File: config.mk
export PLATFORM = sky130hd
export DESIGN_NAME = collision_detector
export DESIGN_NICKNAME = d
export VERILOG_FILES = /design/src/rtl/collision_detector.sv
export SDC_FILE = /design/constraint.sdc
export NUM_CORES = 1
export LEC_CHECK = 0
export BUFFER_PORTS_ARGS = -buffer_cell sky130_fd_sc_hd__buf_4
export CAP_MARGIN = 25
export CELL_PAD_IN_SITES_DETAIL_PLACEMENT = 0
export CELL_PAD_IN_SITES_GLOBAL_PLACEMENT = 2
export CORE_MARGIN = 1
export CORE_UTILIZATION = 41
export DETAILED_ROUTE_END_ITERATION = 10
export PLACE_DENSITY = 0.88
export SYNTH_ARGS = -nofsm -noshare
export SYNTH_HDL_FRONTEND = slang
export SYNTH_SLANG_ARGS = --single-unit
File: constraint.sdc
create_clock -name i_Clk -period 13.25 [get_ports i_Clk]
set_input_delay 2.65 -clock i_Clk [delete_from_list [all_inputs] [get_ports i_Clk]]
set_output_delay 2.65 -clock i_Clk [all_outputs]
set_load 0.05 [all_outputs]
File: src/rtl/collision_detector.sv
// Frog-vs-car collision detector: on each frame tick, snapshots positions, checks one car per cycle,
// then counts at most one hit per scan subject to a post-hit cooldown and the remaining lives.
module collision_detector #(
    parameter int TILE_SIZE      = 32,
    parameter int CAR_ROW_0      = 1,
    parameter int CAR_ROW_1      = 2,
    parameter int CAR_ROW_2      = 3,
    parameter int CAR_ROW_3      = 4,
    parameter int CAR_ROW_4      = 6,
    parameter int CAR_ROW_5      = 7,
    parameter int C_START_LIVES  = 3,
    parameter int C_HIT_COOLDOWN = 60
) (
    input  logic       i_Clk,
    input  logic       i_Rst_L,
    input  logic       i_Frame_Tick,
    input  logic       i_Restart,
    input  logic [9:0] i_Car_X_0,
    input  logic [9:0] i_Car_X_1,
    input  logic [9:0] i_Car_X_2,
    input  logic [9:0] i_Car_X_3,
    input  logic [9:0] i_Car_X_4,
    input  logic [9:0] i_Car_X_5,
    input  logic [9:0] i_Frog_X,
    input  logic [3:0] i_Frog_Row,
    output logic       o_Busy,
    output logic       o_Collision,
    output logic [2:0] o_Hit_Index,
    output logic [1:0] o_Lives,
    output logic       o_Game_Over
);

    localparam int CD_W = (C_HIT_COOLDOWN < 2) ? 1 : $clog2(C_HIT_COOLDOWN + 1);
    localparam logic [CD_W-1:0] CD_LOAD     = CD_W'(C_HIT_COOLDOWN);
    localparam logic [CD_W-1:0] CD_ONE      = CD_W'(1);
    localparam logic [1:0]      START_LIVES = 2'(C_START_LIVES);
    localparam logic [10:0]     TILE        = 11'(TILE_SIZE);
    localparam logic [2:0]      LAST_CAR    = 3'd5;

    localparam logic [3:0] CAR_ROW [6] = '{4'(CAR_ROW_0), 4'(CAR_ROW_1), 4'(CAR_ROW_2),
                                           4'(CAR_ROW_3), 4'(CAR_ROW_4), 4'(CAR_ROW_5)};

    typedef enum logic [1:0] {
        IDLE   = 2'd0,
        SCAN   = 2'd1,
        REPORT = 2'd2
    } state_e;

    state_e            state_q, state_d;
    logic [2:0]        idx_q, idx_d;
    logic              hit_q, hit_d;
    logic [2:0]        hit_idx_q, hit_idx_d;
    logic [2:0]        out_idx_q, out_idx_d;
    logic [1:0]        lives_q, lives_d;
    logic [CD_W-1:0]   cooldown_q, cooldown_d;
    logic              collision_q, collision_d;
    logic              busy_q, busy_d;
    logic              load_snap;

    logic [9:0]        car_x_q [6];
    logic [9:0]        frog_x_q;
    logic [3:0]        frog_row_q;

    logic [9:0]        cur_car_x;
    logic              hit_now;

    // Both sums are 11 bits so a square near the right screen edge never wraps to X=0.
    always_comb begin
        cur_car_x = car_x_q[idx_q];
        hit_now   = (CAR_ROW[idx_q] == frog_row_q)
                 && ({1'b0, cur_car_x} < ({1'b0, frog_x_q} + TILE))
                 && ({1'b0, frog_x_q} < ({1'b0, cur_car_x} + TILE));
    end

    always_comb begin
        // NOTE: every signal gets a default here so no path leaves it unassigned, which would infer a latch.
        state_d     = state_q;
        idx_d       = idx_q;
        hit_d       = hit_q;
        hit_idx_d   = hit_idx_q;
        out_idx_d   = out_idx_q;
        lives_d     = lives_q;
        cooldown_d  = cooldown_q;
        collision_d = 1'b0;
        load_snap   = 1'b0;

        if (i_Restart) begin
            lives_d    = START_LIVES;
            cooldown_d = '0;
            state_d    = IDLE;
        end else begin
            case (state_q)
                IDLE: begin
                    if (i_Frame_Tick) begin
                        load_snap = 1'b1;
                        hit_d     = 1'b0;
                        idx_d     = 3'd0;
                        state_d   = SCAN;
                    end
                end
                SCAN: begin
                    if (hit_now && !hit_q) begin
                        hit_d     = 1'b1;
                        hit_idx_d = idx_q;
                    end
                    if (idx_q == LAST_CAR) begin
                        state_d = REPORT;
                    end else begin
                        idx_d = idx_q + 3'd1;
                    end
                end
                REPORT: begin
                    state_d = IDLE;
                    if (hit_q && (cooldown_q == '0) && (lives_q != 2'd0)) begin
                        collision_d = 1'b1;
                        out_idx_d   = hit_idx_q;
                        lives_d     = lives_q - 2'd1;
                        cooldown_d  = CD_LOAD;
                    end else if (cooldown_q != '0) begin
                        cooldown_d = cooldown_q - CD_ONE;
                    end
                end
                default: state_d = IDLE;
            endcase
        end

        busy_d = (state_d != IDLE);
    end

    always_ff @(posedge i_Clk or negedge i_Rst_L) begin
        if (!i_Rst_L) begin
            state_q     <= IDLE;
            idx_q       <= 3'd0;
            hit_q       <= 1'b0;
            hit_idx_q   <= 3'd0;
            out_idx_q   <= 3'd0;
            lives_q     <= START_LIVES;
            cooldown_q  <= '0;
            collision_q <= 1'b0;
            busy_q      <= 1'b0;
        end else begin
            state_q     <= state_d;
            idx_q       <= idx_d;
            hit_q       <= hit_d;
            hit_idx_q   <= hit_idx_d;
            out_idx_q   <= out_idx_d;
            lives_q     <= lives_d;
            cooldown_q  <= cooldown_d;
            collision_q <= collision_d;
            busy_q      <= busy_d;
        end
    end

    // NOTE: the snapshot is only read in SCAN after being loaded on the tick, so it needs no reset.
    always_ff @(posedge i_Clk) begin
        if (load_snap) begin
            car_x_q[0] <= i_Car_X_0;
            car_x_q[1] <= i_Car_X_1;
            car_x_q[2] <= i_Car_X_2;
            car_x_q[3] <= i_Car_X_3;
            car_x_q[4] <= i_Car_X_4;
            car_x_q[5] <= i_Car_X_5;
            frog_x_q   <= i_Frog_X;
            frog_row_q <= i_Frog_Row;
        end
    end

    assign o_Busy      = busy_q;
    assign o_Collision = collision_q;
    assign o_Hit_Index = out_idx_q;
    assign o_Lives     = lives_q;
    assign o_Game_Over = (lives_q == 2'd0);

endmodule

Yosys cells after proc, flatten, opt, wreduce, memory -nomap -nowiden
Memory sizes are Yosys's and may differ from the RTL's.
Index checks and enable logic that the tools add are counted.
- add/subtract/negate cells: 5
- $mul: 0
- div/mod/pow operators: 0
- magnitude comparators: 3
- eq/ne operators: 7
- shifts and indexed selects: 0
- muxes and demuxes: 27
- bitwise logic cells: 2
- reductions and logical operators: 22
- operator list (cell ; number):
    6-bit two-way mux ; 4
    10-bit by 6-bit adder with 11-bit output (second input constant) ; 2
    10-bit by 11-bit less-than comparator with 1-bit output ; 2
    2-bit two-way mux ; 6
    1-bit two-way mux ; 10
    2-bit nonzero test ; 5
    4-bit two-way mux ; 2
    4-bit AND reduction ; 2
    6-bit zero test ; 1
    3-bit two-way mux ; 2
    2-bit inequality test (second input constant) ; 3
    3-bit case mux with 2 select lines ; 1
    3-bit AND reduction ; 2
    6-bit nonzero test ; 1
    6-bit by 1-bit subtractor with 6-bit output (second input constant) ; 1
    1-bit logical AND ; 5
    4-bit equality test ; 1
    4-bit greater-or-equal comparator (second input constant) ; 1
    2-bit zero test ; 2
    3-bit NOT with 4-bit output ; 1
    2-bit case mux with 2 select lines ; 1
    2-bit AND reduction ; 2
    3-bit by 1-bit adder with 3-bit output (second input constant) ; 1
    3-bit equality test (second input constant) ; 1
    other kinds (7) ; 7
- flip-flop bits (word level): 36
- latch bits: 0
- RAM bits: 60
- memory bits (read-only): 32
- memories: 2
- memory list (name ; depth ; bits a word ; read ports ; clocked after Yosys merged registers in ; write ports ; RTL line ; source):
    car_x_q ; 6 ; 10 ; 1 ; 0 ; 6 ; 60 ; logic [9:0] car_x_q [6];
    (no name shown) ; 8 ; 4 ; 1 ; 0 ; 0 ; 70 ; hit_now = (CAR_ROW[idx_q] == frog_row_q)

Logic depth before layout (Yosys ltp)
Gate-level depths: netlist of run 1.
- word-level depth: 10
- mapped depth: 14
- depth with buffers taken out: 12

Least setup slack after synthesis of run 1
No wires, ideal clock.
- path type: input port to flip-flop
- start: input port i_Restart
- end: memory car_x_q[0][0] (enable)
- setup time: 0.718 ns
- data arrival time: 10.540 ns
- required time: 12.532 ns
- path slack: 1.992 ns
- stages: 2
- cell sequence: clkbuf_1 > nor4b_1
- RTL lines (element ; RTL line ; source):
    start: declaration ; 17 ; input logic i_Restart,
    end: declaration ; 60 ;

Worst setup path in the final report of run 1
- start: register lives_q[0], in the netlist o_Lives[0]
- end: output port o_Game_Over
- word-level cells in the longest chain between the ends: 1
- RTL lines (element ; RTL line ; source):
    start: declaration ; 54 ; logic [1:0] lives_q, lives_d;
    start signal: assignment ; 147 ; lives_q <= lives_d;
    2-bit zero test ; 172 ; assign o_Game_Over = (lives_q == 2'd0);
    end: declaration ; 30 ; output logic o_Game_Over
No other way between the ends.

==> results of run 1 <==
-- final timing paths --
kind                               from       endpoint  slack [ns]  cells after the start
setup / recovery             o_Lives[0]    o_Game_Over        9.22                      3
hold / removal             hit_idx_q[1]   hit_idx_q[1]        0.50                      1
setup reg to reg               idx_q[0]   hit_idx_q[2]        9.43                     12
hold reg to reg            hit_idx_q[1]   hit_idx_q[1]        0.50                      1
max in group asynchronous       i_Rst_L     o_Lives[1]       10.82                      1
min in group asynchronous       i_Rst_L  cooldown_q[2]        2.15                      1
-- metal layers --
metal / global-route usage / routed length [µm] / vias up
met5: 0 / 0 / -
met4: 0.0634 / 119 / 0
met3: 0.0443 / 377 / 11
met2: 0.252 / 3830 / 61
met1: 0.206 / 3590 / 1265
li1: - / - / 1321
-- worst register-to-register path, cell delays in order (launching register included) --
cell and delay, ns:
dfrtp_2 0.94, mux4_2 0.64, nand2_1 0.08, o21ai_1 0.10, ha_1 0.26, nand2_1 0.08
xor2_1 0.17, ha_1 0.27, o2111a_1 0.14, a221oi_1 0.26, a32oi_1 0.14, nor3_2 0.26
mux2_1 0.36
-- power groups by stage --
stage / clock (W) / combinational, W / sequential (W)
final: 0.000197 / 0.000142 / 0.000359
after global routing: 0.000214 / 0.000161 / 0.000363
after CTS: 0.000202 / 0.000144 / 0.000360
after detailed placement: 0 / 0.000143 / 0.000367
after global placement: 0 / 0.000142 / 0.000366
after floorplan: 0 / 0.000110 / 0.000355
-- cell families (layout without fill, tap and decap cells) --
| group | count (synthesis) | after routing | synth area share |
|---|---|---|---|
| simple gates | 66 | 66 | 0.0774 |
| fa+ha+maj | 24 | 24 | 0.0693 |
| flops | 96 | 96 | 0.640 |
| mux | 26 | 26 | 0.0820 |
| xor+xnor | 11 | 11 | 0.0222 |
| buf+inv | 31 | 125 | 0.0289 |
| compound gates | 49 | 49 | 0.0797 |
-- flip-flops by register name, indices dropped and copies added (netlist names) --
name,count
car_x_q,60
cooldown_q,6
frog_row_q,4
frog_x_q,10
hit_idx_q,3
hit_q,1
idx_q,3
o_Busy,1
o_Collision,1
o_Hit_Index,3
o_Lives,2
state_q,2
-- layout by cell type, fill, tap and decap left out, types with 3 or more instances in the layout --
cell,Yosys,routed
o21ai_1,7,7
nand4_1,3,3
nor3_1,5,5
a21oi_1,9,9
ha_1,24,24
nor2_1,18,18
mux2i_1,13,13
nand2b_1,3,3
nand3_1,11,11
xnor2_1,8,8
a21o_1,7,7
edfxtp_1,74,74
o21ai_0,4,4
inv_1,22,22
dfrtp_1,20,19
buf_4,0,87
mux2_1,6,6
nand2_1,10,10
inv_6,0,4
and3_1,3,3
clkbuf_8,0,9
mux4_2,7,7
nor2b_1,6,6
xor2_1,3,3
a211o_1,3,3
-- metrics by stage --
step	instances	hold WS, ns	instance area [µm²]
floorplan	303	0.454	4330
global placement	517	0.477	5120
detailed placement	517	0.481	5120
CTS	533	0.501	5320
global route	533	0.520	5320
finish	533	0.496	5320
-- area by class of cell --
cell class | count | share of cell area
Clock buffer | 10 | 0.0240
Multi-Input combinational cell | 176 | 0.270
Sequential cell | 96 | 0.522
Clock inverter | 6 | 0.0136
Timing Repair Buffer | 87 | 0.123
Tap cell | 136 | 0.0320
Inverter | 22 | 0.0155
==> results.toml, run 1 <==
[floorplan]
floorplan.rows = 37
initial_core_utilization = 0.422
core_area_um2 = 10300
fp.dieArea_um2 = 11000
fp.dieW_um = 105
die_h_um = 105
top_level_port_count = 86

[yosys]
synth.area.top_cells = "edfxtp_1 (51%), dfrtp_1 (12%), ha_1 (6.9%), mux4_2 (3.6%), mux2i_1 (3.0%)"
post-synth-top-area-cell = "edfxtp_1"
syn-mean-instance-area_um2 = 14.3
synth_cells = 303
synth-warning-count = 0
synthesis.area_um2 = 4330
post_synth_top_flop = "edfxtp_1"
synth_nets = 405
synth_edf_count = 74
synth_top_cells_by_count = "edfxtp_1 (74), ha_1 (24), inv_1 (22)"
top_count_cell_post_synth = "edfxtp_1"
ys_seq_elements = 96
synth_top_area_share = 0.513
synth-seq-area-share = 0.640
synthArstFlopShare = 0.229
number_of_distinct_library_cell_variants_in_the_gate_level_netlist_after_synthesis = 47

[min_path]
hold_path_class = "flip-flop to flip-flop"

[pwr]
leakagePower_nw = 2.21
clock_power_share = 0.281
power.ir.vdd_worst_v = 0.0000734
share_seq_of_total_power = 0.515
post-layout-total-power_w = 0.000698
power.density_cell_area_nw_per_um2 = 131
switching_power_w = 0.000194
power.share.combinational = 0.204
cellInternalPower_w = 0.000504
power_switching_share = 0.278

[clock_tree]
cts_max_path_buffers = 2
clock_insertion_delay_worst_skew_ns = 0.37
root_buffer = "clkbuf_8"
clk_pin_slew_ns = 0.09
cts-hold-fix-buffers = 0
numClockSinks = 96
cts_made_buffers = 9
post_cts_repair_resize_count = 0
htree_num_levels = 3
cts_tree = "yes"
post_cts.repair.setup_buffers = 0

[setup_path]
slowest_stage_cell_on_the_critical_path = "dfstp_2"
worstSetupEndpointType = "output pin"
cp_cell_sequence = "inv_1, ha_1, buf_4"
worst-endpoint-required_ns = 10.60
setup.worst_path.class = "flip-flop to output pin"
worstPathArrival_ns = 1.38
worst-path-max-fanout = 2
cp_slowest_stage_delay_ns = 0.54
path_buf_inv = 2
crit_start_category = "flip-flop"
timing.critical_path.max_delay_family = "flip-flops"

[timing]
tns_setup_ns = 0
number_of_setup_violations_in_the_final_report = 0
clock_period_minus_worst_slack_ns = 4.03
layout_worst_path_cycle_share = 0.304
timing.final.hold_violations = 0
timing_max_transition_violations_final = 0
grt_setup_unrepaired = "no"
transition_time_at_the_pin_with_the_least_slew_margin_ns = 0.862
timing.fmax_mhz = 248
setup_slack_ns = 9.22
maxSlewHeadroom = 0.425
skew_ns = 0.00981

[placed_design]
buffer_ports.inserted = 85
dp_slack_ns = 9.24
detailedPlacementHpwl_um = 5700
place_congestion = 0.810

[detailed_routing]
ant_nets = 0
routed-via-count = 2658
avgRoutedWirePerCell_um = 14.8
detail_route.first_pass.iterations = 4
first_iter_violations = 122
vias_per_cell = 4.99
postRouteWirelength_um = 7920
remaining_drc_errors = 0

[global_routing]
grt_remaining_overflow = 0
largest_net_degree_at_the_start_of_global_routing = 41
vias_in_the_first_global_route = 2740
grt_pass1_wl_um = 13300
antenna_found_initial = 0
grt_usage = 0.159

[cells_and_area]
final_util = 0.518
multi_input_area_um2 = 1440
fillerInstances = 914
insertedDiodeCount = 0
area_delta_synth_final_pct = 22.8
fin_nets = 494
layout-drive-gt1-share = 0.290
ff_latch_area_um2 = 2780

[outcome]
outcome = "finished, final reports clean"

[job]
cap_viol_max_count = 0
No activity file was read; power rests on OpenSTA's default activity.
==> run 2, diff against run 1 <==
Settings changed: CORE_UTILIZATION 41 to 34, PLACE_DENSITY 0.88 to 0.78.
Clock period 13.25 ns to 3.69 ns, I/O delays scaled along.
==> results.toml, run 2 (synthesized netlist as in run 1, its figures left out) <==
[clock_tree]
root_buffer = "clkbuf_16"
htree_num_levels = 3
cts_tree = "yes"
cts_made_buffers = 9
numClockSinks = 96
clock_insertion_delay_worst_skew_ns = 0.35
clk_pin_slew_ns = 0.06
cts_max_path_buffers = 2

[setup_path]
crit_start_category = "flip-flop"
slowest_stage_cell_on_the_critical_path = "dfrtp_4"
reg2regPathDepth = 12
critical_path.reg2reg.startpoint = "idx_q[0]"
worstPathArrival_ns = 3.55
worstSetupEndpointType = "flip-flop"
setup.worst_path.class = "flip-flop to flip-flop"
worst-endpoint-required_ns = 3.92
cp_slowest_stage_delay_ns = 0.55
rrSetupSlack_ns = 0.37
worst-path-max-fanout = 11
timing.critical_path.max_delay_family = "multiplexers"
worst_r2r_endpoint = "hit_idx_q[0]"
path_buf_inv = 0
cp_cell_sequence = "mux4_2, nand2_1, o21ai_1, ha_1, nand2_1, xor2_1, ha_1, o2111a_1, a221oi_1, a32oi_1, nor3_2, mux2_1"

[pwr]
power_switching_share = 0.260
power.share.combinational = 0.203
power.density_cell_area_nw_per_um2 = 499
switching_power_w = 0.000713
power.ir.vdd_worst_v = 0.000297
share_seq_of_total_power = 0.460
leakagePower_nw = 2.28
clock_power_share = 0.337
cellInternalPower_w = 0.00204

[timing]
maxSlewHeadroom = 0.398
timing_max_transition_violations_final = 0
timing.fmax_mhz = 301
layout_worst_path_cycle_share = 0.899
transition_time_at_the_pin_with_the_least_slew_margin_ns = 0.892
grt_setup_unrepaired = "no"
timing.final.hold_violations = 0
skew_ns = 0.00561
clock_period_minus_worst_slack_ns = 3.32
holdWs_ns = 0.279
number_of_setup_violations_in_the_final_report = 0
tns_setup_ns = 0

[cells_and_area]
area_delta_synth_final_pct = 27.1
flip_flop_count_of_the_largest_register_all_copies_and_words_added = 60
layout_top_registers = "car_x_q (60), frog_x_q (10), cooldown_q (6)"
regMostFlops = "car_x_q"
layout-drive-gt1-share = 0.296
fin_nets = 499
most-common-layout-cells = "buf_4 (92), edfxtp_1 (74), ha_1 (24)"
finish.cell_count_without_fillers = 570
layout_commonest_cell = "buf_4"
insertedDiodeCount = 0

[global_routing]
vias_in_the_first_global_route = 2809
grt_usage = 0.139
antenna_found_initial = 0
largest_net_degree_at_the_start_of_global_routing = 41
grt_pass1_wl_um = 13500
grt_remaining_overflow = 0

[placed_design]
detailedPlacementHpwl_um = 6260
buffer_ports.inserted = 85
post-place-cells = 554
place_congestion = 0.856

[floorplan]
fp.dieW_um = 115
top_level_port_count = 86
floorplan.rows = 40
die_h_um = 115
core_area_um2 = 12200
fp.dieArea_um2 = 13200
initial_core_utilization = 0.355

[detailed_routing]
vias_per_cell = 4.72
avgRoutedWirePerCell_um = 14.7
remaining_drc_errors = 0
routed-via-count = 2691
first_iter_violations = 127
detail_route.first_pass.iterations = 4
postRouteWirelength_um = 8360
ant_nets = 0

[min_path]
hold_path_class = "primary input to async pin"

[outcome]
outcome = "finished, final reports clean"

[job]
cap_viol_max_count = 0
==> run 2: cell count changes in the layout (fill, tap and decap cells not counted), sizes merged <==
| cell | delta |
|---|---|
| clkbuf | +1 |
| inv | -2 |
| buf | +5 |
| clkinv | +1 |
==> run 2: what timing repair did <==
action                     4_1_cts  5_1_grt
hold buffers                     0        0
buffers inserted                 0        0
resized for setup                0        2
setup endpoints to repair        0        3
==> run 2: power by group through the flow <==
stage	registers [W]	logic [W]	clock network [W]
6_report	0.00127	0.000557	0.000926
3_3_place_gp	0.00129	0.000560	0
5_1_grt	0.00127	0.000637	0.000996
3_5_place_dp	0.00129	0.000566	0
4_1_cts	0.00127	0.000570	0.000956
2_1_floorplan	0.00127	0.000399	0
==> run 2: how the worst max path moves through the flow <==
stage                     startpoint             to  slack, ns  cells past startpoint
final                       idx_q[0]   hit_idx_q[0]       0.37                     12
after global routing        idx_q[0]   hit_idx_q[0]       0.06                     13
after CTS                   idx_q[0]   hit_idx_q[0]       0.24                     13
after detailed placement    idx_q[0]   hit_idx_q[0]       0.27                     13
after global placement      idx_q[0]   hit_idx_q[2]       0.37                     13
after floorplan            i_Restart  car_x_q[0][0]      -0.09                      2
==> run 2: through the flow <==
stage / power [W] / instance area, µm² / worst slack, ns / util
after global routing: 0.00290 / 5510 / 0.0565 / 0.451
after CTS: 0.00279 / 5500 / 0.244 / 0.451
after detailed placement: 0.00185 / 5210 / 0.271 / 0.426
after floorplan: 0.00167 / 4370 / -0.0895 / -
after global placement: 0.00185 / 5210 / 0.371 / 0.426
final: 0.00275 / 5510 / 0.372 / 0.451
==> run 2: layout make-up <==
cell class / instances / area (µm²)
clock buffer: 11 / 233
clock inverter: 5 / 63.8
fill: 1137 / 6700
inverter: 22 / 82.6
multi-input combinational: 176 / 1450
sequential: 96 / 2780
tap: 168 / 210
timing repair buffer: 92 / 691
==> run 2: worst register-to-register path, delay by kind of cell (launching register included) <==
| kind | cells | cell delay, ns |
|---|---|---|
| XOR/XNOR | 1 | 0.15 |
| AO/OA/AOI/OAI | 4 | 0.67 |
| flip-flops | 1 | 0.55 |
| multiplexers | 2 | 0.90 |
| adder cells (fa/ha/maj) | 2 | 0.52 |
| AND/OR/NAND/NOR | 3 | 0.41 |
==> run 2: routing by layer <==
metal,part of all wire,global-route usage
met2,0.50,0.242
met3,0.046,0.0490
met5,0,0
met1,0.44,0.162
met4,0.012,0.0390
